==> config.mk <==
export PLATFORM = sky130hd
export DESIGN_NAME = distance_argmin
export DESIGN_NICKNAME = d
export VERILOG_FILES = /design/src/rtl/distance_pkg.sv /design/src/rtl/top2_tracker.sv /design/src/rtl/distance_argmin.sv
export SDC_FILE = /design/constraint.sdc
export NUM_CORES = 1
export LEC_CHECK = 0
export BUFFER_PORTS_ARGS = -buffer_cell sky130_fd_sc_hd__buf_2
export CORE_ASPECT_RATIO = 1.25
export CORE_MARGIN = 3
export CORE_UTILIZATION = 50
export CTS_CLUSTER_SIZE = 10
export DETAILED_ROUTE_END_ITERATION = 8
export PLACE_DENSITY = 0.72
export SYNTH_ARGS = -nofsm -noshare
export SYNTH_HDL_FRONTEND = slang
export SYNTH_SLANG_ARGS = --single-unit
==> constraint.sdc <==
create_clock -name iclk -period 4.9 [get_ports iclk]
set_input_delay 0.735 -clock iclk [delete_from_list [all_inputs] [get_ports iclk]]
set_output_delay 0.735 -clock iclk [all_outputs]
set_load 0.01 [all_outputs]
==> src/rtl/distance_pkg.sv <==
// Shared types and width defaults for the distance-accumulator and argmin stages.
package distance_pkg;

    localparam int unsigned DATA_W_DEF = 64;
    localparam int unsigned WORD_W_DEF = 4;

    typedef enum logic [1:0] {
        S_IDLE    = 2'd0,
        S_COLLECT = 2'd1,
        S_DONE    = 2'd2
    } state_e;

endpackage

==> src/rtl/top2_tracker.sv <==
// Combinational top-two tracker: folds one candidate distance into (best, second, best word).
module top2_tracker #(
    parameter int unsigned DATA_W = 64,
    parameter int unsigned WORD_W = 4
) (
    input  logic [DATA_W-1:0] best_i,
    input  logic [DATA_W-1:0] second_i,
    input  logic [WORD_W-1:0] word_i,
    input  logic [DATA_W-1:0] data_i,
    input  logic [WORD_W-1:0] dword_i,
    output logic [DATA_W-1:0] best_o,
    output logic [DATA_W-1:0] second_o,
    output logic [WORD_W-1:0] word_o
);

    always_comb begin
        best_o   = best_i;
        second_o = second_i;
        word_o   = word_i;
        if (data_i < best_i) begin
            second_o = best_i;
            best_o   = data_i;
            word_o   = dword_i;
        end else if (data_i < second_i) begin
            // Equal-to-best lands here, so a tie keeps the earlier word with zero margin.
            second_o = data_i;
        end
    end

endmodule

==> src/rtl/distance_argmin.sv <==
// Picks the smallest accumulated distance over an utterance of candidate words and
// reports its word index, the margin to the runner-up and the candidate count.
module distance_argmin
    import distance_pkg::*;
#(
    parameter int unsigned DATA_W    = DATA_W_DEF,
    parameter int unsigned WORD_W    = WORD_W_DEF,
    parameter int unsigned NUM_WORDS = 16
) (
    input  logic              iclk,
    input  logic              irst,
    input  logic [DATA_W-1:0] idata,
    input  logic [WORD_W-1:0] iword,
    input  logic              ivalid,
    input  logic              ilast,
    output logic              oready,
    output logic [DATA_W-1:0] odata,
    output logic [WORD_W-1:0] oword,
    output logic [DATA_W-1:0] omargin,
    output logic [WORD_W:0]   ocount,
    output logic              ooverflow,
    output logic              ovalid,
    input  logic              iready
);

    localparam int unsigned CNT_W = WORD_W + 1;

    state_e            state_q, state_d;
    logic [DATA_W-1:0] best_q, best_d;
    logic [DATA_W-1:0] second_q, second_d;
    logic [WORD_W-1:0] word_q, word_d;
    logic [CNT_W-1:0]  count_q, count_d;
    logic              ovf_q, ovf_d;

    logic [DATA_W-1:0] trk_best, trk_second;
    logic [WORD_W-1:0] trk_word;

    top2_tracker #(
        .DATA_W (DATA_W),
        .WORD_W (WORD_W)
    ) u_tracker (
        .best_i   (best_q),
        .second_i (second_q),
        .word_i   (word_q),
        .data_i   (idata),
        .dword_i  (iword),
        .best_o   (trk_best),
        .second_o (trk_second),
        .word_o   (trk_word)
    );

    always_comb begin
        state_d  = state_q;
        best_d   = best_q;
        second_d = second_q;
        word_d   = word_q;
        count_d  = count_q;
        ovf_d    = ovf_q;
        unique case (state_q)
            S_IDLE: begin
                if (ivalid) begin
                    best_d   = idata;
                    word_d   = iword;
                    second_d = '1;
                    count_d  = CNT_W'(1);
                    ovf_d    = 1'b0;
                    state_d  = ilast ? S_DONE : S_COLLECT;
                end
            end
            S_COLLECT: begin
                if (ivalid) begin
                    best_d   = trk_best;
                    second_d = trk_second;
                    word_d   = trk_word;
                    count_d  = (count_q == '1) ? count_q : count_q + CNT_W'(1);
                    if (count_q == CNT_W'(NUM_WORDS)) begin
                        ovf_d = 1'b1;
                    end
                    if (ilast) begin
                        state_d = S_DONE;
                    end
                end
            end
            S_DONE: begin
                // Result held; incoming beats are refused via oready.
                if (iready) begin
                    state_d = S_IDLE;
                end
            end
            default: state_d = S_IDLE;
        endcase
    end

    always_ff @(posedge iclk) begin
        if (irst) begin
            state_q  <= S_IDLE;
            best_q   <= '0;
            second_q <= '0;
            word_q   <= '0;
            count_q  <= '0;
            ovf_q    <= 1'b0;
        end else begin
            state_q  <= state_d;
            best_q   <= best_d;
            second_q <= second_d;
            word_q   <= word_d;
            count_q  <= count_d;
            ovf_q    <= ovf_d;
        end
    end

    assign oready    = (state_q != S_DONE);
    assign ovalid    = (state_q == S_DONE);
    assign odata     = best_q;
    assign oword     = word_q;
    // An all-ones runner-up means only one candidate was seen.
    assign omargin   = (second_q == '1) ? '1 : second_q - best_q;
    assign ocount    = count_q;
    assign ooverflow = ovf_q;

endmodule

# ---- Word-level counts from Yosys, hierarchy flattened
# Cells that the tools add are included.
dict set report totals {
  ff_bits 140
  inputBits 73
  out_inout_bits 140
  wordCells 59
}
dict set report op_classes {
  addsub 2
  magnitude_cmp 2
  n_eq_ne 14
  n_mux 28
  reduce_logical 7
}
# cell n
set op_table {}
lappend op_table {{64-bit 2-to-1 mux} 8}
lappend op_table {{64-bit case mux with 2 select lines} 2}
lappend op_table {{64-bit less-than comparator} 2}
lappend op_table {{64-bit equality test (second input constant)} 1}
lappend op_table {{64-bit subtractor} 1}
lappend op_table {{4-bit AND reduction} 5}
lappend op_table {{5-bit 2-to-1 mux} 3}
lappend op_table {{4-bit 2-to-1 mux} 3}
lappend op_table {{2-bit != test (second input constant)} 6}
lappend op_table {{5-bit equality test (second input constant)} 2}
lappend op_table {{2-bit 2-to-1 mux} 5}
lappend op_table {{5-bit case mux with 2 select lines} 1}
lappend op_table {{4-bit case mux with 2 select lines} 1}
lappend op_table {{2-bit case mux with 3 select lines} 1}
lappend op_table {{5-bit by 1-bit adder with 5-bit output (second input constant)} 1}
lappend op_table {{2-bit by 1-bit != test with 1-bit output (second input constant)} 2}
lappend op_table {{1-bit 2-to-1 mux} 3}
lappend op_table {{3-bit by 1-bit != test with 1-bit output (second input constant)} 1}
lappend op_table {{2-bit by 1-bit equality test with 1-bit output (second input constant)} 1}
lappend op_table {{2-bit equality test (second input constant)} 1}
lappend op_table {{2-bit logical NOT} 1}
lappend op_table {{1-bit case mux with 2 select lines} 1}
lappend op_table {{2-bit nonzero test} 1}

# ---- Logic depth before layout (Yosys ltp)
dict set report logic_depth {
  ltp_word 5
  ltp_mapped 14
  depth_no_buf 14
}

# ---- Cells and area by module
# Synthesis repeated with hierarchy kept, for this count alone.
dict set report unflattened {
  hier_cells 2221
  area_unflattened_um2 16489.6
}
# module instances cells_per_inst area_each_um2 seq_area_each_um2
set modules_own_cells {}
lappend modules_own_cells {distance_argmin 1 1368 10294.9 2802.7}
lappend modules_own_cells {top2_tracker 1 853 6194.7 0.0}

# ---- Least setup slack after synthesis
# OpenSTA, ideal clock, no wires.
dict set report synth_timing {
  path_kind {register to output}
  startpoint {register best_q[26] (netlist: odata[26])}
  endpoint {output omargin[63]}
  arrival_time_ns 3.648
  t_required_ns 4.165
  path_slack_ns 0.517
  stages_incl_launch_ff 14
  n_path_buf 1
  cell_sequence {dfxtp_1 inv_1 ha_1 buf_6 nand4_4 or4_1 or4_1 o32a_1 a2111o_1 a211oi_4 a311oi_4 o31ai_2 xnor2_1 nand2_1}
}
dict set report synth_via {
  elab_chain_cells 2
}
# element line_no
set synth_lines {}
lappend synth_lines {{start: declaration} distance_argmin.sv:29} ;# logic [DATA_W-1:0] best_q, best_d;
lappend synth_lines {{start signal: assignment} distance_argmin.sv:104} ;# best_q <= best_d;
lappend synth_lines {{64-bit subtractor} distance_argmin.sv:117} ;# assign omargin = (second_q == '1) ? '1 : second_q - best_q;
lappend synth_lines {{64-bit 2-to-1 mux} distance_argmin.sv:117}
lappend synth_lines {{end: declaration} distance_argmin.sv:19} ;# output logic [DATA_W-1:0] omargin,
# Every way passes these cells.

# ---- Worst setup path in the final report
dict set report layout_timing {
  startpoint {register best_q[15] (netlist: odata[15])}
  endpoint {output omargin[63]}
}
# Same word-level chain as after synthesis.

==> impl_results.html <==
<table>
<tr><th>Metric</th><th>Value</th></tr>
<tr><th colspan="2">Global routing</th></tr>
<tr><td>First-pass GRT wire length</td><td>71.0 mm</td></tr>
<tr><td>Number of antenna violations at the first check in global routing</td><td>0</td></tr>
<tr><td>Total gr overflow</td><td>0</td></tr>
<tr><td>Number of global-route vias before repair</td><td>13300</td></tr>
<tr><td>Overall routing resource usage</td><td>31.0%</td></tr>
<tr><td>Pin count of the biggest net entering global routing</td><td>76</td></tr>
<tr><th colspan="2">Worst setup path</th></tr>
<tr><td>Slowest library cell on the worst path</td><td>or4_4</td></tr>
<tr><td>Cell breakdown of the critical path</td><td>inv_1, ha_4, nand4_1, or4_4, or4_4, o32a_1, a2111o_1, a211oi_4, a311oi_4, o31ai_2, xnor2_1, nand2_1, buf_2</td></tr>
<tr><td>Critical path startpoint category</td><td>flop</td></tr>
<tr><td>Worst path required time</td><td>4.16 ns</td></tr>
<tr><td>Critical path data arrival time</td><td>4.19 ns</td></tr>
<tr><td>Capturing element type of the critical path</td><td>output pin</td></tr>
<tr><td>Cell type group with the largest total delay on the critical path</td><td>compound AO/OA/AOI/OAI gates</td></tr>
<tr><td>Delay of the slowest cell on the worst path</td><td>between 0.5 and 0.6 ns</td></tr>
<tr><td>Sum of buffers and inverters on the critical path</td><td>2</td></tr>
<tr><td>Most common cell on crit path</td><td>or4_4</td></tr>
<tr><td>Critical Path Fanout Max</td><td>6</td></tr>
<tr><td>Critical setup path kind</td><td>flop to output pin</td></tr>
<tr><th colspan="2">Yosys</th></tr>
<tr><td>Most numerous cell types in the synthesized netlist</td><td>250 x nand2_1, 192 x ha_1, 178 x a21oi_1</td></tr>
<tr><td>Library cell with the highest instance count after synthesis</td><td>nand2_1</td></tr>
<tr><td>EDFF count, synth</td><td>0</td></tr>
<tr><td>Gate count of the mapped netlist</td><td>roughly 1700</td></tr>
<tr><td>Proportion of synthesized chip area in sequential cells</td><td>21.2%</td></tr>
<tr><td>Syn nets</td><td>1971</td></tr>
<tr><td>Total standard cell area after synthesis</td><td>0.0132 mm²</td></tr>
<tr><td>Post-synthesis average cell area</td><td>7.77 µm²</td></tr>
<tr><td>Main flop type after synthesis</td><td>dfxtp_1</td></tr>
<tr><td>Leading cell types by total area after synthesis</td><td>dfxtp_1 21%, ha_1 18%, nand2_1 7.1%</td></tr>
<tr><td>Synth top area share</td><td>21.2%</td></tr>
<tr><td>Warnings, synthesis</td><td>0</td></tr>
<tr><td>Yosys top cell by area</td><td>dfxtp_1</td></tr>
<tr><td>Async S/R FF share, synth</td><td>0%</td></tr>
<tr><td>Number of library cell types mapped by synthesis</td><td>71</td></tr>
<tr><td>Number of synthesized register bits</td><td>140</td></tr>
<tr><th colspan="2">Finish</th></tr>
<tr><td>Number of antenna cells inserted</td><td>0</td></tr>
<tr><td>Nets@finish</td><td>2147</td></tr>
<tr><td>Finished Core Util</td><td>61.1%</td></tr>
<tr><td>Fraction of final layout cells with drive strength greater than 1</td><td>19.2%</td></tr>
<tr><td>Relative area change from synthesis to final layout</td><td>18.3%</td></tr>
<tr><th colspan="2">Placed design</th></tr>
<tr><td>GPL Wtd Cong</td><td>around 1</td></tr>
<tr><td>Input/output buffers</td><td>~210</td></tr>
<tr><td>Placed wire-length estimate after detailed placement</td><td>34.1 mm</td></tr>
<tr><td>Dpl ws</td><td>between 0.15 and 0.2 ns</td></tr>
<tr><th colspan="2">Die</th></tr>
<tr><td>Total Die Area</td><td>~0.028 mm²</td></tr>
<tr><td>Number of cell rows</td><td>65</td></tr>
<tr><td>Die W</td><td>152 µm</td></tr>
<tr><td>Initial Util</td><td>51.7%</td></tr>
<tr><td>Floorplan die height</td><td>188 µm</td></tr>
<tr><td>I/O pin count</td><td>213</td></tr>
<tr><td>Core ar.</td><td>between 0.02 and 0.03 mm²</td></tr>
<tr><th colspan="2">Drt</th></tr>
<tr><td>Post-detailed-route wirelength per cell</td><td>approximately 20 µm</td></tr>
<tr><td>Remaining antenna violation count after routing</td><td>0</td></tr>
<tr><td>1st-iter DRT viols</td><td>935</td></tr>
<tr><td>Via/cell ratio</td><td>6.20</td></tr>
<tr><td>Remaining design rule violation count</td><td>0</td></tr>
<tr><td>Total length of routed wires</td><td>45.1 mm</td></tr>
<tr><td>Pre-antenna DRT Iters</td><td>5</td></tr>
<tr><td>Via count of the routed design</td><td>~14000</td></tr>
<tr><th colspan="2">Clock network</th></tr>
<tr><td>Deepest level of the CTS H-tree</td><td>4</td></tr>
<tr><td>CTS clock-pin slew for the worst setup and hold paths</td><td>0.07 ns</td></tr>
<tr><td>Number of sinks driven by the clock tree</td><td>140</td></tr>
<tr><td>Longest Clk Path Bufs</td><td>2</td></tr>
<tr><td>Buffer cell driving the clock tree root</td><td>clkbuf_16</td></tr>
<tr><td>Number of buffers created by CTS</td><td>17</td></tr>
<tr><td>TritonCTS clock tree</td><td>done</td></tr>
<tr><td>Later-pin clock latency in the skew report</td><td>between 0.4 and 0.5 ns</td></tr>
<tr><td>Post-CTS Hold Fix Bufs</td><td>0</td></tr>
<tr><th colspan="2">STA</th></tr>
<tr><td>Maximum frequency from static timing analysis</td><td>between 200 and 250 MHz</td></tr>
<tr><td>Final period util</td><td>101%</td></tr>
<tr><td>Final worst-path setup slack</td><td>-0.0297 ns</td></tr>
<tr><td>Final setup vio count</td><td>2</td></tr>
<tr><td>Hold Slack</td><td>0.451 ns</td></tr>
<tr><td>Hold Fails Final Rpt</td><td>0</td></tr>
<tr><td>Unrepaired setup endpoints after global routing</td><td>true</td></tr>
<tr><td>Minimum clock period</td><td>between 4 and 5 ns</td></tr>
<tr><td>Worst-margin pin slew</td><td>roughly 1 ns</td></tr>
<tr><td>Slew HR</td><td>33.3%</td></tr>
<tr><td>Slew Viols, Final</td><td>0</td></tr>
<tr><td>Worst clock skew</td><td>approximately 0.013 ns</td></tr>
<tr><th colspan="2">Pwr</th></tr>
<tr><td>Total chip power</td><td>0.00582 W</td></tr>
<tr><td>Leak</td><td>7.15 nW</td></tr>
<tr><td>Max rail drop VDD</td><td>0.000242 V</td></tr>
<tr><td>Power density over the cells</td><td>371 mW/mm²</td></tr>
<tr><th colspan="2">Job</th></tr>
<tr><td>Number of violations of the max-capacitance limit</td><td>0</td></tr>
<tr><th colspan="2">Min path</th></tr>
<tr><td>Classification of the worst-slack hold path</td><td>flop to flop</td></tr>
<tr><th colspan="2">Status</th></tr>
<tr><td>Outcome</td><td>finished, violations left</td></tr>
<tr><td>Violations in the final reports</td><td>negative setup slack</td></tr>
</table>
-- worst min-delay path, stage by stage (launching register included) --
cell and delay [ns]:
dfxtp_1 0.31, nand2_1 0.05, a21oi_1 0.05
-- metrics by stage --
| stage | setup TNS (ns) | std cells | instance area [µm²] |
|---|---|---|---|
| final | -0.0459 | 2229 | 15700 |
| after global routing | -0.780 | 2229 | 15700 |
| after CTS | -0.0109 | 2222 | 15500 |
| after detailed placement | 0 | 2186 | 14700 |
| after global placement | 0 | 2186 | 14700 |
| after floorplan | 0 | 1705 | 13200 |
-- power breakdown --
part	switching, W	leakage (nW)	total [W]	internal (W)
Sequential	0.000171	1.17	0.00143	0.00125
Clock	0.000580	0.291	0.00139	0.000809
Combinational	0.00174	5.69	0.00300	0.00126
Total	0.00249	7.15	0.00582	0.00332
-- cells by family after synthesis --
kind of cell	share of synthesized area [%]
compound gates	27.7
simple gates	16.9
buf+inv	7.28
fa+ha+maj	18.3
flops	21.2
mux	5.08
xor+xnor	3.57
-- registers in the layout, indices dropped and copies added, names as in the netlist --
register	cells
odata	64
second_q	64
ocount	5
oword	4
state_q	2
ooverflow	1
-- path summary, 6_finish.rpt --
kind              slack (ns)  cells after the start      start           end
hold reg to reg         0.45                      2   oword[0]      oword[0]
hold / removal          0.45                      2   oword[0]      oword[0]
setup reg to reg        1.04                     13  odata[33]  second_q[15]
setup / recovery       -0.03                     13  odata[15]   omargin[63]
-- final cells by class --
class | count | area (µm²)
fill | 2278 | 9960
multi-input combinational | 1319 | 9780
sequential | 140 | 2820
timing repair buffer | 256 | 1480
inverter | 147 | 552
clock buffer | 17 | 425
tap | 335 | 419
clock inverter | 15 | 188
-- timing repair --
item                                    CTS  global route
endpoints found under the setup margin   16            21
resized for setup                        33            28
endpoints found under the hold margin     0             0
buffers inserted                          4             7
pin swaps                                10            16
-- routing by layer --
metal	track usage [%]	vias up	share of wire (%)
li1	-	6625	-
met1	39.3	6532	41
met2	52.0	553	48
met3	4.76	104	6.8
met4	12.9	0	3.9
met5	0	-	0
-- placed cells by master, fill, tap and decap left out, types with 7 or more instances in the layout --
master,Yosys,final
ha_1,192,176
nand2b_1,17,17
dfxtp_1,140,123
a21o_1,66,65
buf_4,1,37
a211oi_1,14,13
nor2b_1,14,13
nand4_1,66,66
nand2_1,250,250
inv_1,147,139
xnor2_1,36,36
o21ai_0,54,51
o21bai_1,17,17
nor4_1,13,13
ha_4,0,15
inv_2,0,8
buf_12,0,7
nor3_1,13,12
clkbuf_16,0,17
nor2_1,44,44
xor2_1,18,18
o21a_1,13,13
o211ai_1,71,71
a21oi_1,178,175
buf_2,5,212
mux2i_1,65,65
o311a_1,64,64
dfxtp_2,0,17
nand3_1,15,15
No activity file was read; power rests on OpenSTA's default activity.
